File: src/rtl/collision_scanner_pkg.sv
// Shared types for the collision scanner: box layout, scan FSM states and the
// helper that slices a packed coordinate word into a box.
package collision_pkg;

  localparam int COORD_W_DEFAULT = 12;

  typedef struct packed {
    logic signed [COORD_W_DEFAULT-1:0] left;
    logic signed [COORD_W_DEFAULT-1:0] right;
    logic signed [COORD_W_DEFAULT-1:0] top;
    logic signed [COORD_W_DEFAULT-1:0] bottom;
  } box_t;

  typedef enum logic [1:0] {
    IDLE = 2'd0,
    SCAN = 2'd1,
    DONE = 2'd2
  } scan_state_t;

  // Field order follows the bus packing: left occupies the MSBs.
  function automatic box_t unpack_box(input logic [4*COORD_W_DEFAULT-1:0] v);
    box_t b;
    b.left   = v[4*COORD_W_DEFAULT-1 -: COORD_W_DEFAULT];
    b.right  = v[3*COORD_W_DEFAULT-1 -: COORD_W_DEFAULT];
    b.top    = v[2*COORD_W_DEFAULT-1 -: COORD_W_DEFAULT];
    b.bottom = v[1*COORD_W_DEFAULT-1 -: COORD_W_DEFAULT];
    return b;
  endfunction

endpackage

File: src/rtl/collision_scanner_if.sv
// Bus between the sprite/position logic, the collision scanner and the
// game-state controller. The scanner takes the slave side.
interface collision_scanner_if #(
  parameter int N_BULLETS = 2,
  parameter int N_ALIENS  = 8,
  parameter int COORD_W   = 12
);
  localparam int CNT_W = $clog2(N_ALIENS + 1);

  logic                            fsync;
  logic [N_BULLETS-1:0]            bullet_active;
  logic [N_BULLETS*4*COORD_W-1:0]  bullet_box;
  logic [N_ALIENS-1:0]             alien_alive;
  logic [N_ALIENS*4*COORD_W-1:0]   alien_box;
  logic [N_ALIENS-1:0]             alien_hit;
  logic [N_BULLETS-1:0]            bullet_hit;
  logic [CNT_W-1:0]                hit_count;
  logic                            hit_valid;
  logic                            busy;
  logic                            overrun;

  modport master (
    output fsync, bullet_active, bullet_box, alien_alive, alien_box,
    input  alien_hit, bullet_hit, hit_count, hit_valid, busy, overrun
  );

  modport slave (
    input  fsync, bullet_active, bullet_box, alien_alive, alien_box,
    output alien_hit, bullet_hit, hit_count, hit_valid, busy, overrun
  );

endinterface

File: src/rtl/collision_scanner_box_overlap.sv
// Inclusive signed rectangle overlap test; edges that merely touch count as
// a collision.
module box_overlap
  import collision_pkg::*;
(
  input  box_t bullet,
  input  box_t alien,
  output logic overlap
);

  assign overlap = ($signed(bullet.right)  >= $signed(alien.left))  &&
                   ($signed(bullet.left)   <= $signed(alien.right)) &&
                   ($signed(bullet.bottom) >= $signed(alien.top))   &&
                   ($signed(bullet.top)    <= $signed(alien.bottom));

endmodule

File: src/rtl/collision_scanner.sv
// Frame-synchronous collision engine: snapshots all boxes on fsync, walks every
// (bullet, alien) pair one per clock, then publishes the result set at once.
module collision_scanner
  import collision_pkg::*;
#(
  parameter int N_BULLETS = 2,
  parameter int N_ALIENS  = 8,
  parameter int COORD_W   = COORD_W_DEFAULT
) (
  input logic pixel_clk,
  input logic rst,
  collision_scanner_if.slave bus
);

  localparam int BOX_W = 4 * COORD_W;
  localparam int BW    = (N_BULLETS > 1) ? $clog2(N_BULLETS) : 1;
  localparam int AW    = (N_ALIENS > 1) ? $clog2(N_ALIENS) : 1;
  localparam int CW    = $clog2(N_ALIENS + 1);
  localparam logic [BW-1:0] B_LAST = BW'(N_BULLETS - 1);
  localparam logic [AW-1:0] A_LAST = AW'(N_ALIENS - 1);

  scan_state_t                   state_q, state_d;
  logic [BW-1:0]                 b_idx_q, b_idx_d;
  logic [AW-1:0]                 a_idx_q, a_idx_d;
  logic [N_BULLETS-1:0]          snap_bact_q, snap_bact_d;
  logic [N_BULLETS*BOX_W-1:0]    snap_bbox_q, snap_bbox_d;
  logic [N_ALIENS-1:0]           snap_alive_q, snap_alive_d;
  logic [N_ALIENS*BOX_W-1:0]     snap_abox_q, snap_abox_d;
  logic [N_ALIENS-1:0]           work_alien_q, work_alien_d;
  logic [N_BULLETS-1:0]          work_bullet_q, work_bullet_d;
  logic [CW-1:0]                 work_count_q, work_count_d;
  logic [N_ALIENS-1:0]           alien_hit_q, alien_hit_d;
  logic [N_BULLETS-1:0]          bullet_hit_q, bullet_hit_d;
  logic [CW-1:0]                 hit_count_q, hit_count_d;
  logic                          hit_valid_q, hit_valid_d;
  logic                          busy_q, busy_d;
  logic                          overrun_q, overrun_d;

  box_t bullet_s, alien_s;
  logic overlap_s, hit_s;

  assign bullet_s = unpack_box(snap_bbox_q[b_idx_q*BOX_W +: BOX_W]);
  assign alien_s  = unpack_box(snap_abox_q[a_idx_q*BOX_W +: BOX_W]);

  box_overlap u_overlap (
    .bullet  (bullet_s),
    .alien   (alien_s),
    .overlap (overlap_s)
  );

  // Already-claimed aliens and consumed bullets are masked, giving lowest-index priority.
  assign hit_s = snap_bact_q[b_idx_q] & snap_alive_q[a_idx_q] &
                 ~work_alien_q[a_idx_q] & ~work_bullet_q[b_idx_q] & overlap_s;

  always_comb begin
    state_d       = state_q;
    b_idx_d       = b_idx_q;
    a_idx_d       = a_idx_q;
    snap_bact_d   = snap_bact_q;
    snap_bbox_d   = snap_bbox_q;
    snap_alive_d  = snap_alive_q;
    snap_abox_d   = snap_abox_q;
    work_alien_d  = work_alien_q;
    work_bullet_d = work_bullet_q;
    work_count_d  = work_count_q;
    alien_hit_d   = alien_hit_q;
    bullet_hit_d  = bullet_hit_q;
    hit_count_d   = hit_count_q;
    hit_valid_d   = 1'b0;
    overrun_d     = overrun_q | (bus.fsync & busy_q);

    case (state_q)
      IDLE: begin
        if (bus.fsync) begin
          snap_bact_d   = bus.bullet_active;
          snap_bbox_d   = bus.bullet_box;
          snap_alive_d  = bus.alien_alive;
          snap_abox_d   = bus.alien_box;
          work_alien_d  = '0;
          work_bullet_d = '0;
          work_count_d  = '0;
          b_idx_d       = '0;
          a_idx_d       = '0;
          state_d       = SCAN;
        end else begin
          state_d = IDLE;
        end
      end
      SCAN: begin
        if (hit_s) begin
          work_alien_d[a_idx_q]  = 1'b1;
          work_bullet_d[b_idx_q] = 1'b1;
          work_count_d           = work_count_q + CW'(1);
        end else begin
          work_count_d = work_count_q;
        end
        if (a_idx_q == A_LAST) begin
          a_idx_d = '0;
          if (b_idx_q == B_LAST) begin
            state_d = DONE;
          end else begin
            b_idx_d = b_idx_q + BW'(1);
          end
        end else begin
          a_idx_d = a_idx_q + AW'(1);
        end
      end
      DONE: begin
        alien_hit_d  = work_alien_q;
        bullet_hit_d = work_bullet_q;
        hit_count_d  = work_count_q;
        hit_valid_d  = 1'b1;
        state_d      = IDLE;
      end
      default: begin
        state_d = IDLE;
      end
    endcase

    busy_d = (state_d != IDLE);
  end

  always_ff @(posedge pixel_clk) begin
    if (rst) begin
      state_q       <= IDLE;
      b_idx_q       <= '0;
      a_idx_q       <= '0;
      snap_bact_q   <= '0;
      snap_bbox_q   <= '0;
      snap_alive_q  <= '0;
      snap_abox_q   <= '0;
      work_alien_q  <= '0;
      work_bullet_q <= '0;
      work_count_q  <= '0;
      alien_hit_q   <= '0;
      bullet_hit_q  <= '0;
      hit_count_q   <= '0;
      hit_valid_q   <= 1'b0;
      busy_q        <= 1'b0;
      overrun_q     <= 1'b0;
    end else begin
      state_q       <= state_d;
      b_idx_q       <= b_idx_d;
      a_idx_q       <= a_idx_d;
      snap_bact_q   <= snap_bact_d;
      snap_bbox_q   <= snap_bbox_d;
      snap_alive_q  <= snap_alive_d;
      snap_abox_q   <= snap_abox_d;
      work_alien_q  <= work_alien_d;
      work_bullet_q <= work_bullet_d;
      work_count_q  <= work_count_d;
      alien_hit_q   <= alien_hit_d;
      bullet_hit_q  <= bullet_hit_d;
      hit_count_q   <= hit_count_d;
      hit_valid_q   <= hit_valid_d;
      busy_q        <= busy_d;
      overrun_q     <= overrun_d;
    end
  end

  assign bus.alien_hit  = alien_hit_q;
  assign bus.bullet_hit = bullet_hit_q;
  assign bus.hit_count  = hit_count_q;
  assign bus.hit_valid  = hit_valid_q;
  assign bus.busy       = busy_q;
  assign bus.overrun    = overrun_q;

endmodule

File: src/flat_wrapper.sv
// flat-port wrapper written by rule: the top's interface ports become plain ports
module collision_scanner_flat import collision_pkg::*;
#(
  parameter int N_BULLETS = 2,
  parameter int N_ALIENS  = 8,
  parameter int COORD_W   = COORD_W_DEFAULT
)
  (pixel_clk, rst, bus_fsync, bus_bullet_active, bus_bullet_box, bus_alien_alive, bus_alien_box, bus_alien_hit, bus_bullet_hit, bus_hit_count, bus_hit_valid, bus_busy, bus_overrun);
  collision_scanner_if #(.N_BULLETS(N_BULLETS), .N_ALIENS(N_ALIENS), .COORD_W(COORD_W)) bus_i ();
  input logic pixel_clk;
  input logic rst;
  input wire logic [$bits(bus_i.fsync)-1:0] bus_fsync;
  input wire logic [$bits(bus_i.bullet_active)-1:0] bus_bullet_active;
  input wire logic [$bits(bus_i.bullet_box)-1:0] bus_bullet_box;
  input wire logic [$bits(bus_i.alien_alive)-1:0] bus_alien_alive;
  input wire logic [$bits(bus_i.alien_box)-1:0] bus_alien_box;
  output wire logic [$bits(bus_i.alien_hit)-1:0] bus_alien_hit;
  output wire logic [$bits(bus_i.bullet_hit)-1:0] bus_bullet_hit;
  output wire logic [$bits(bus_i.hit_count)-1:0] bus_hit_count;
  output wire logic [$bits(bus_i.hit_valid)-1:0] bus_hit_valid;
  output wire logic [$bits(bus_i.busy)-1:0] bus_busy;
  output wire logic [$bits(bus_i.overrun)-1:0] bus_overrun;
  assign bus_i.fsync = bus_fsync;
  assign bus_i.bullet_active = bus_bullet_active;
  assign bus_i.bullet_box = bus_bullet_box;
  assign bus_i.alien_alive = bus_alien_alive;
  assign bus_i.alien_box = bus_alien_box;
  assign bus_alien_hit = bus_i.alien_hit;
  assign bus_bullet_hit = bus_i.bullet_hit;
  assign bus_hit_count = bus_i.hit_count;
  assign bus_hit_valid = bus_i.hit_valid;
  assign bus_busy = bus_i.busy;
  assign bus_overrun = bus_i.overrun;
  collision_scanner #(.N_BULLETS(N_BULLETS), .N_ALIENS(N_ALIENS), .COORD_W(COORD_W)) u_core (.pixel_clk(pixel_clk), .rst(rst), .bus(bus_i));
endmodule
File: config.mk
export PLATFORM = sky130hd
export DESIGN_NAME = collision_scanner_flat
export DESIGN_NICKNAME = d
export VERILOG_FILES = /design/src/rtl/collision_scanner_pkg.sv /design/src/rtl/collision_scanner_if.sv /design/src/rtl/collision_scanner_box_overlap.sv /design/src/rtl/collision_scanner.sv /design/src/flat_wrapper.sv
export SDC_FILE = /design/constraint.sdc
export NUM_CORES = 1
export LEC_CHECK = 0
export CORE_UTILIZATION = 52
export CTS_BUF_LIST = sky130_fd_sc_hd__clkbuf_8
export DETAILED_ROUTE_END_ITERATION = 10
export GPL_TIMING_DRIVEN = 0
export PLACE_DENSITY_LB_ADDON = 0.25
export RECOVER_POWER = 25
export SKIP_CTS_REPAIR_TIMING = 1
export SLEW_MARGIN = 20
export SYNTH_ARGS = -nofsm -noshare
export SYNTH_HDL_FRONTEND = slang
export SYNTH_HIERARCHICAL = 1
export SYNTH_SLANG_ARGS = --single-unit
File: constraint.sdc
create_clock -name pixel_clk -period 5.8 [get_ports pixel_clk]
set_clock_uncertainty 0.15 [all_clocks]
set_input_delay 0.58 -clock pixel_clk [delete_from_list [all_inputs] [get_ports pixel_clk]]
set_output_delay 0.58 -clock pixel_clk [all_outputs]
set_load 0.05 [all_outputs]
==> flow_summary.ini, run 1 <==
[finish]
area_delta_synth_final_pct = 34.2
drive_above_1_share_pct = 8.43
instances_no_fill = 4115
final_net_count = 4011
fillers = 3373

[global_routing]
grt_max_degree = 12
grt_pass1_vias = 23200
overflow = 0
antenna_found_initial = 6
gr-usage-all-layers_pct = 43.4
grt_pass1_wl_um = 140000

[routing]
via_per_inst = 5.88
ant_nets = 0
drt-pass1-iter-count = 6
dr.first_iter.drc_count = 2995
post_drt_wl_per_cell_um = 23.9
drc = 0
vias = 24200
wl_um = 98300

[worst_setup_path]
slowest_stage = a221oi_1
cpPeakStageDelay_ps = 680
crit_path_end_kind = register
path_delay_family = simple AND/OR/NAND/NOR gates
cp-start-kind = register
worstPathArrival_ps = 6240
critPathKind = register to register
path_buf_inv = 5
r2r_cells = 20
worstPathRequired_ps = 6190
worstPathCellList = buf_6, buf_8, nor2_1, and2_1, buf_4, buf_6, a221oi_1, nand3_1, inv_1, ha_1, and4_1, nand4_1, a21oi_1, a2111oi_0, a21oi_1, nor4_1, nand2_1, nor4_4, a21oi_2, mux2_4
critical_path_depth = 20
path_max_fanout = 10

[die]
die_x_um = 210
die_h_um = 210
fp.coreArea_mm2 = 0.0423
pin_count = 510
die-area_mm2 = 0.0441
initial_core_util_pct = 53.1
num_rows = 75

[power]
p_sw_share_pct = 27.6
p_leak_nw = 11.5
irDropWorstVdd_mv = 0.187
p_seq_share_pct = 45.2
internal_power_mw = 6.31
combPwrFrac_pct = 15.3
p_total_mw = 8.71
p_switching_mw = 2.41
power_density_mw_per_mm2 = 289
pwr-share-clk_pct = 39.5

[sta]
setup_ws_ps = -51.7
hold_violations = 0
tightest_slew_ps = 983
setup_tns_ps = -62.7
setup_viol = 3
fmax_mhz = 171
period_needed_ps = 5850
post-route-period-util_pct = 101
slew_headroom_pct = 34.4
rsz0062_at_grt = false
finalMaxSlewViolations = 0

[logic_synthesis]
ys_types = 56
yosysWarningCount = 6
async_reset_ff_share_pct = 0
ys_seq_area_share_pct = 46.9
synthesis.nets = 3415
syn_area_mm2 = 0.0225
synth_edf_count = 0
synth.top_cells.by_area = dfxtp_1, nand2_1, a21oi_1, a22oi_1, ha_1
synth_ff_type = dfxtp_1
synth_most_common_cell = nand2_1
syn_area_per_cell_um2 = 7.83
synth_cells = 2871
synth-seq-cells = 527
yosysTopAreaCell = dfxtp_1
ys_top_cells_by_count = nand2_1, a21oi_1, dfxtp_1
synth_top_area_share_pct = 46.9

[clocking]
cts_made_buffers = 86
path_clk_slew_ps = 60
h-tree-depth = 3
clk_latency_ps = 670
cts-root-buf = clkbuf_8
cts_tree = done
cts_sinks = 527
clock_path_buffers = 3

[placed_design]
dp_slack_ps = 106
dp_cells = 3956
io_buffers = 508
hpwl_um = 76700
gp_congestion = 1.01

[outcome]
run_status = complete, but fails checks
violations = negative setup slack

[flow_run]
drv_cap = 0

[worst_hold_path]
holdPathStages = 2
hp-class = register to register
sequential cells by signal (all words and copies together) (netlist names):
register / count
u_core/snap_bact_q: 2
u_core/snap_abox_q: 384
u_core/b_idx_q: 1
u_core/work_count_q: 4
u_core/work_alien_q: 8
u_core/state_q: 2
u_core/work_bullet_q: 2
u_core/bus.busy: 1
u_core/snap_alive_q: 8
u_core/bus.alien_hit: 8
u_core/bus.bullet_hit: 2
u_core/bus.overrun: 1
u_core/snap_bbox_q: 96
u_core/bus.hit_count: 4
u_core/bus.hit_valid: 1
u_core/a_idx_q: 3
cell type report:
type / count / area, um2 / area share, %
sequential: 527 / 10600 / 35.0
multi-input combinational: 2063 / 10700 / 35.5
clock inverter: 36 / 215 / 0.713
buffer: 227 / 1030 / 3.42
timing repair buffer: 508 / 5080 / 16.9
tap: 577 / 722 / 2.39
antenna: 4 / 10.0 / 0.0332
inverter: 54 / 203 / 0.672
clock buffer: 119 / 1640 / 5.43
cells in the final DEF (no fill, tap or decap), types with 27 or more instances in the layout:
master | synthesis | layout
mux2i_1 | 28 | 28
inv_1 | 53 | 75
ha_1 | 51 | 51
dfxtp_1 | 527 | 527
a22oi_1 | 110 | 110
nor2_1 | 39 | 39
clkdlybuf4s50_1 | 0 | 507
buf_2 | 89 | 74
clkbuf_8 | 0 | 119
clkbuf_1 | 110 | 127
mux2_2 | 51 | 51
a21oi_1 | 534 | 534
a22o_1 | 27 | 27
nand2_1 | 1028 | 1028
power by group through the flow:
stage                     Clock [mW]  Combinational (mW)  Sequential, mW
after floorplan                    0               0.603            3.97
after global placement             0                1.26            4.00
after detailed placement           0                1.28            4.00
after CTS                       3.44                1.29            3.93
after global routing            3.61                1.40            3.95
final                           3.44                1.33            3.94
worst min-delay path: stages, from the launching register on:
cell	delay [ps]
dfxtp_1	310
nand2_1	50
a21oi_1	50
metrics by stage:
stage          util, %  hold slack, ps  cell area [um2]
6_report          71.3             303            30200
5_1_grt           71.3             304            30200
4_1_cts           71.2             288            30100
3_5_place_dp      66.9             296            28300
3_3_place_gp      66.9             288            28300
2_1_floorplan        -             281            22500
final timing paths:
check	startpoint	end	slack [ps]
setup / recovery	u_core/a_idx_q[0]$_SDFFE_PP0P_	u_core/work_count_q[0]$_SDFFE_PP0P_	-50
hold reg to reg	u_core/snap_bbox_q[0]$_SDFFE_PP0P_	u_core/snap_bbox_q[0]$_SDFFE_PP0P_	300
setup reg to reg	u_core/a_idx_q[0]$_SDFFE_PP0P_	u_core/work_count_q[0]$_SDFFE_PP0P_	-50
hold / removal	u_core/snap_bbox_q[0]$_SDFFE_PP0P_	u_core/snap_bbox_q[0]$_SDFFE_PP0P_	300
metal layers:
layer,share of wire (%),vias to the layer above,global-route usage [%]
met5,0.013,-,0
met2,45,1623,70.3
met4,7.4,2,29.8
met1,37,11300,51.7
li1,-,10900,-
met3,9.9,367,9.39
cells by family (layout without fill, tap and decap cells):
| kind of cell | after synthesis | in the layout | share of synthesized area [%] |
|---|---|---|---|
| buffers and inverters | 281 | 944 | 5.57 |
| and+or+nand+nor | 1171 | 1171 | 20.9 |
| DFF | 527 | 527 | 46.9 |
| muxes | 81 | 81 | 3.92 |
| other | 0 | 4 | 0 |
| adders and majority gates | 51 | 51 | 2.84 |
| AOI/OAI and AO/OA | 760 | 760 | 19.8 |
No activity file was read; power rests on OpenSTA's default activity.
==> run 2, diff against run 1 <==
--- a/config.mk
+++ b/config.mk
@@ -5,8 +5,10 @@
 export SDC_FILE = /design/constraint.sdc
 export NUM_CORES = 1
 export LEC_CHECK = 0
+export CAP_MARGIN = 25
 export CORE_UTILIZATION = 52
 export CTS_BUF_LIST = sky130_fd_sc_hd__clkbuf_8
+export CTS_CLUSTER_SIZE = 24
 export DETAILED_ROUTE_END_ITERATION = 10
 export GPL_TIMING_DRIVEN = 0
 export PLACE_DENSITY_LB_ADDON = 0.25
==> run 2 against run 1 <==
Against the previous run: worst setup slack better by 160 ps; count of clock-buffer cells in the layout shrank 1; clock power grew 1%; sequential share of layout area hardly changed; highest routed layer unchanged; core utilization hardly changed; non-clock buffer count did not move; via count up 0.11%; register-to-register slack better by 160 ps; the flow now finishes without violations.
==> flow_summary.ini, run 2 (same netlist as run 1, synthesis figures left out) <==
[sta]
post-route-period-util_pct = 98.2
rsz0062_at_grt = false
finalMaxSlewViolations = 0
setup_tns_ps = 0
fmax_mhz = 176
setup_viol = 0
slew_headroom_pct = 31.7
tightest_slew_ps = 1020
hold_violations = 0
period_needed_ps = 5690

[power]
power_density_mw_per_mm2 = 290
irDropWorstVdd_mv = 0.164
p_total_mw = 8.74
p_leak_nw = 11.5

[routing]
drt-pass1-iter-count = 6
ant_nets = 0
post_drt_wl_per_cell_um = 23.9
drc = 0
vias = 24200
via_per_inst = 5.88
dr.first_iter.drc_count = 3164
wl_um = 98300

[placed_design]
io_buffers = 508
gp_congestion = 1.01
hpwl_um = 76700

[die]
num_rows = 75
initial_core_util_pct = 53.1
die_h_um = 210
fp.coreArea_mm2 = 0.0423
die-area_mm2 = 0.0441
pin_count = 510
die_x_um = 210

[worst_setup_path]
worstPathRequired_ps = 6180
slowest_stage = a221oi_1
worstPathCellList = buf_6, buf_8, nor2_1, and2_1, buf_4, buf_6, a221oi_1, nand3_1, inv_1, ha_1, and4_1, nand4_1, a21oi_1, a2111oi_0, a21oi_1, nor4_1, nand2_1, nor4_4, a21oi_2, mux2_4
worstReg2RegStart = u_core/a_idx_q[0]$_SDFFE_PP0P_
worstPathArrival_ps = 6080
crit_path_end_kind = register
cpPeakStageDelay_ps = 570
cp-startpoint = u_core/a_idx_q[0]$_SDFFE_PP0P_
path_max_fanout = 10
critPathKind = register to register
cp-start-kind = register

[clocking]
clock_path_buffers = 3
cts_made_buffers = 86
path_clk_slew_ps = 60
h-tree-depth = 3
cts-root-buf = clkbuf_8
clk_latency_ps = 670
cts_tree = done
cts_sinks = 527

[global_routing]
grt_pass1_wl_um = 140000
overflow = 0
grt_pass1_vias = 23100
grt_max_degree = 12
antenna_found_initial = 5
gr-usage-all-layers_pct = 43.5

[flow_run]
drv_cap = 0

[finish]
final_common_cell = nand2_1
layout_top_registers = u_core/snap_abox_q x384, u_core/snap_bbox_q x96
regMostFlops = u_core/snap_abox_q
largest_register_ffs = 384
mostFrequentLayoutCells = nand2_1, a21oi_1, dfxtp_1
area_delta_synth_final_pct = 34.2
final_net_count = 4011
drive_above_1_share_pct = 8.38

[worst_hold_path]
hp-class = register to register
min_from = u_core/snap_bbox_q[0]$_SDFFE_PP0P_

[outcome]
run_status = complete, no violations
==> run 2: changes by cell type in the layout (fill, tap and decap cells not counted), sizes merged <==
cell / change
buf: -3
clkbuf: +2
bufinv: +1
clkinv: +1
clkinvlp: -1
==> run 2: metrics by stage <==
| step | hold WS [ps] | instances | worst slack [ps] | area, um2 | utilization [%] |
|---|---|---|---|---|---|
| finish | 303 | 4115 | 105 | 30200 | 71.3 |
| global route | 302 | 4112 | 17.3 | 30200 | 71.3 |
| CTS | 285 | 4111 | 90.1 | 30200 | 71.3 |
| detailed placement | 296 | 3956 | 106 | 28300 | 66.9 |
| global placement | 288 | 3956 | 119 | 28300 | 66.9 |
| floorplan | 281 | 2871 | 1750 | 22500 | - |
==> run 2: worst max-delay path: cells and delay by family, from the launching register on <==
family,cells,cell delay [ps]
buffers and inverters,5,1020
adders and majority gates,1,290
and+or+nand+nor,8,2100
muxes,1,340
AOI/OAI and AO/OA,5,1260
DFF,1,420
==> run 2: path summary, 6_finish.rpt <==
path,endpoint,slack [ps],cells past startpoint
worst max-delay path,u_core/work_count_q[0]$_SDFFE_PP0P_,110,20
worst min-delay path,u_core/snap_bbox_q[0]$_SDFFE_PP0P_,300,2
worst max register to register,u_core/work_count_q[0]$_SDFFE_PP0P_,110,20
worst min register to register,u_core/snap_bbox_q[0]$_SDFFE_PP0P_,300,2
==> run 2: power breakdown <==
part	switching [mW]	internal, mW
clock	1.54	1.94
sequential	0.119	3.82
combinational	0.751	0.578
total	2.41	6.34
==> run 2: area by class of cell <==
type | count | area (um2)
multi-input combinational | 2063 | 10700
sequential | 527 | 10600
clock inverter | 37 | 243
buffer | 227 | 1030
fill | 3364 | 12100
antenna | 4 | 10.0
inverter | 54 | 203
timing repair buffer | 508 | 5080
tap | 577 | 722
clock buffer | 118 | 1620
==> run 2: per-layer routing <==
metal / up-vias / global-route usage (%) / share of wire, %
li1: 10900 / - / -
met1: 11300 / 52.2 / 36
met2: 1667 / 70.3 / 45
met3: 363 / 9.00 / 11
met4: 4 / 29.3 / 7.4
met5: - / 0 / 0.020
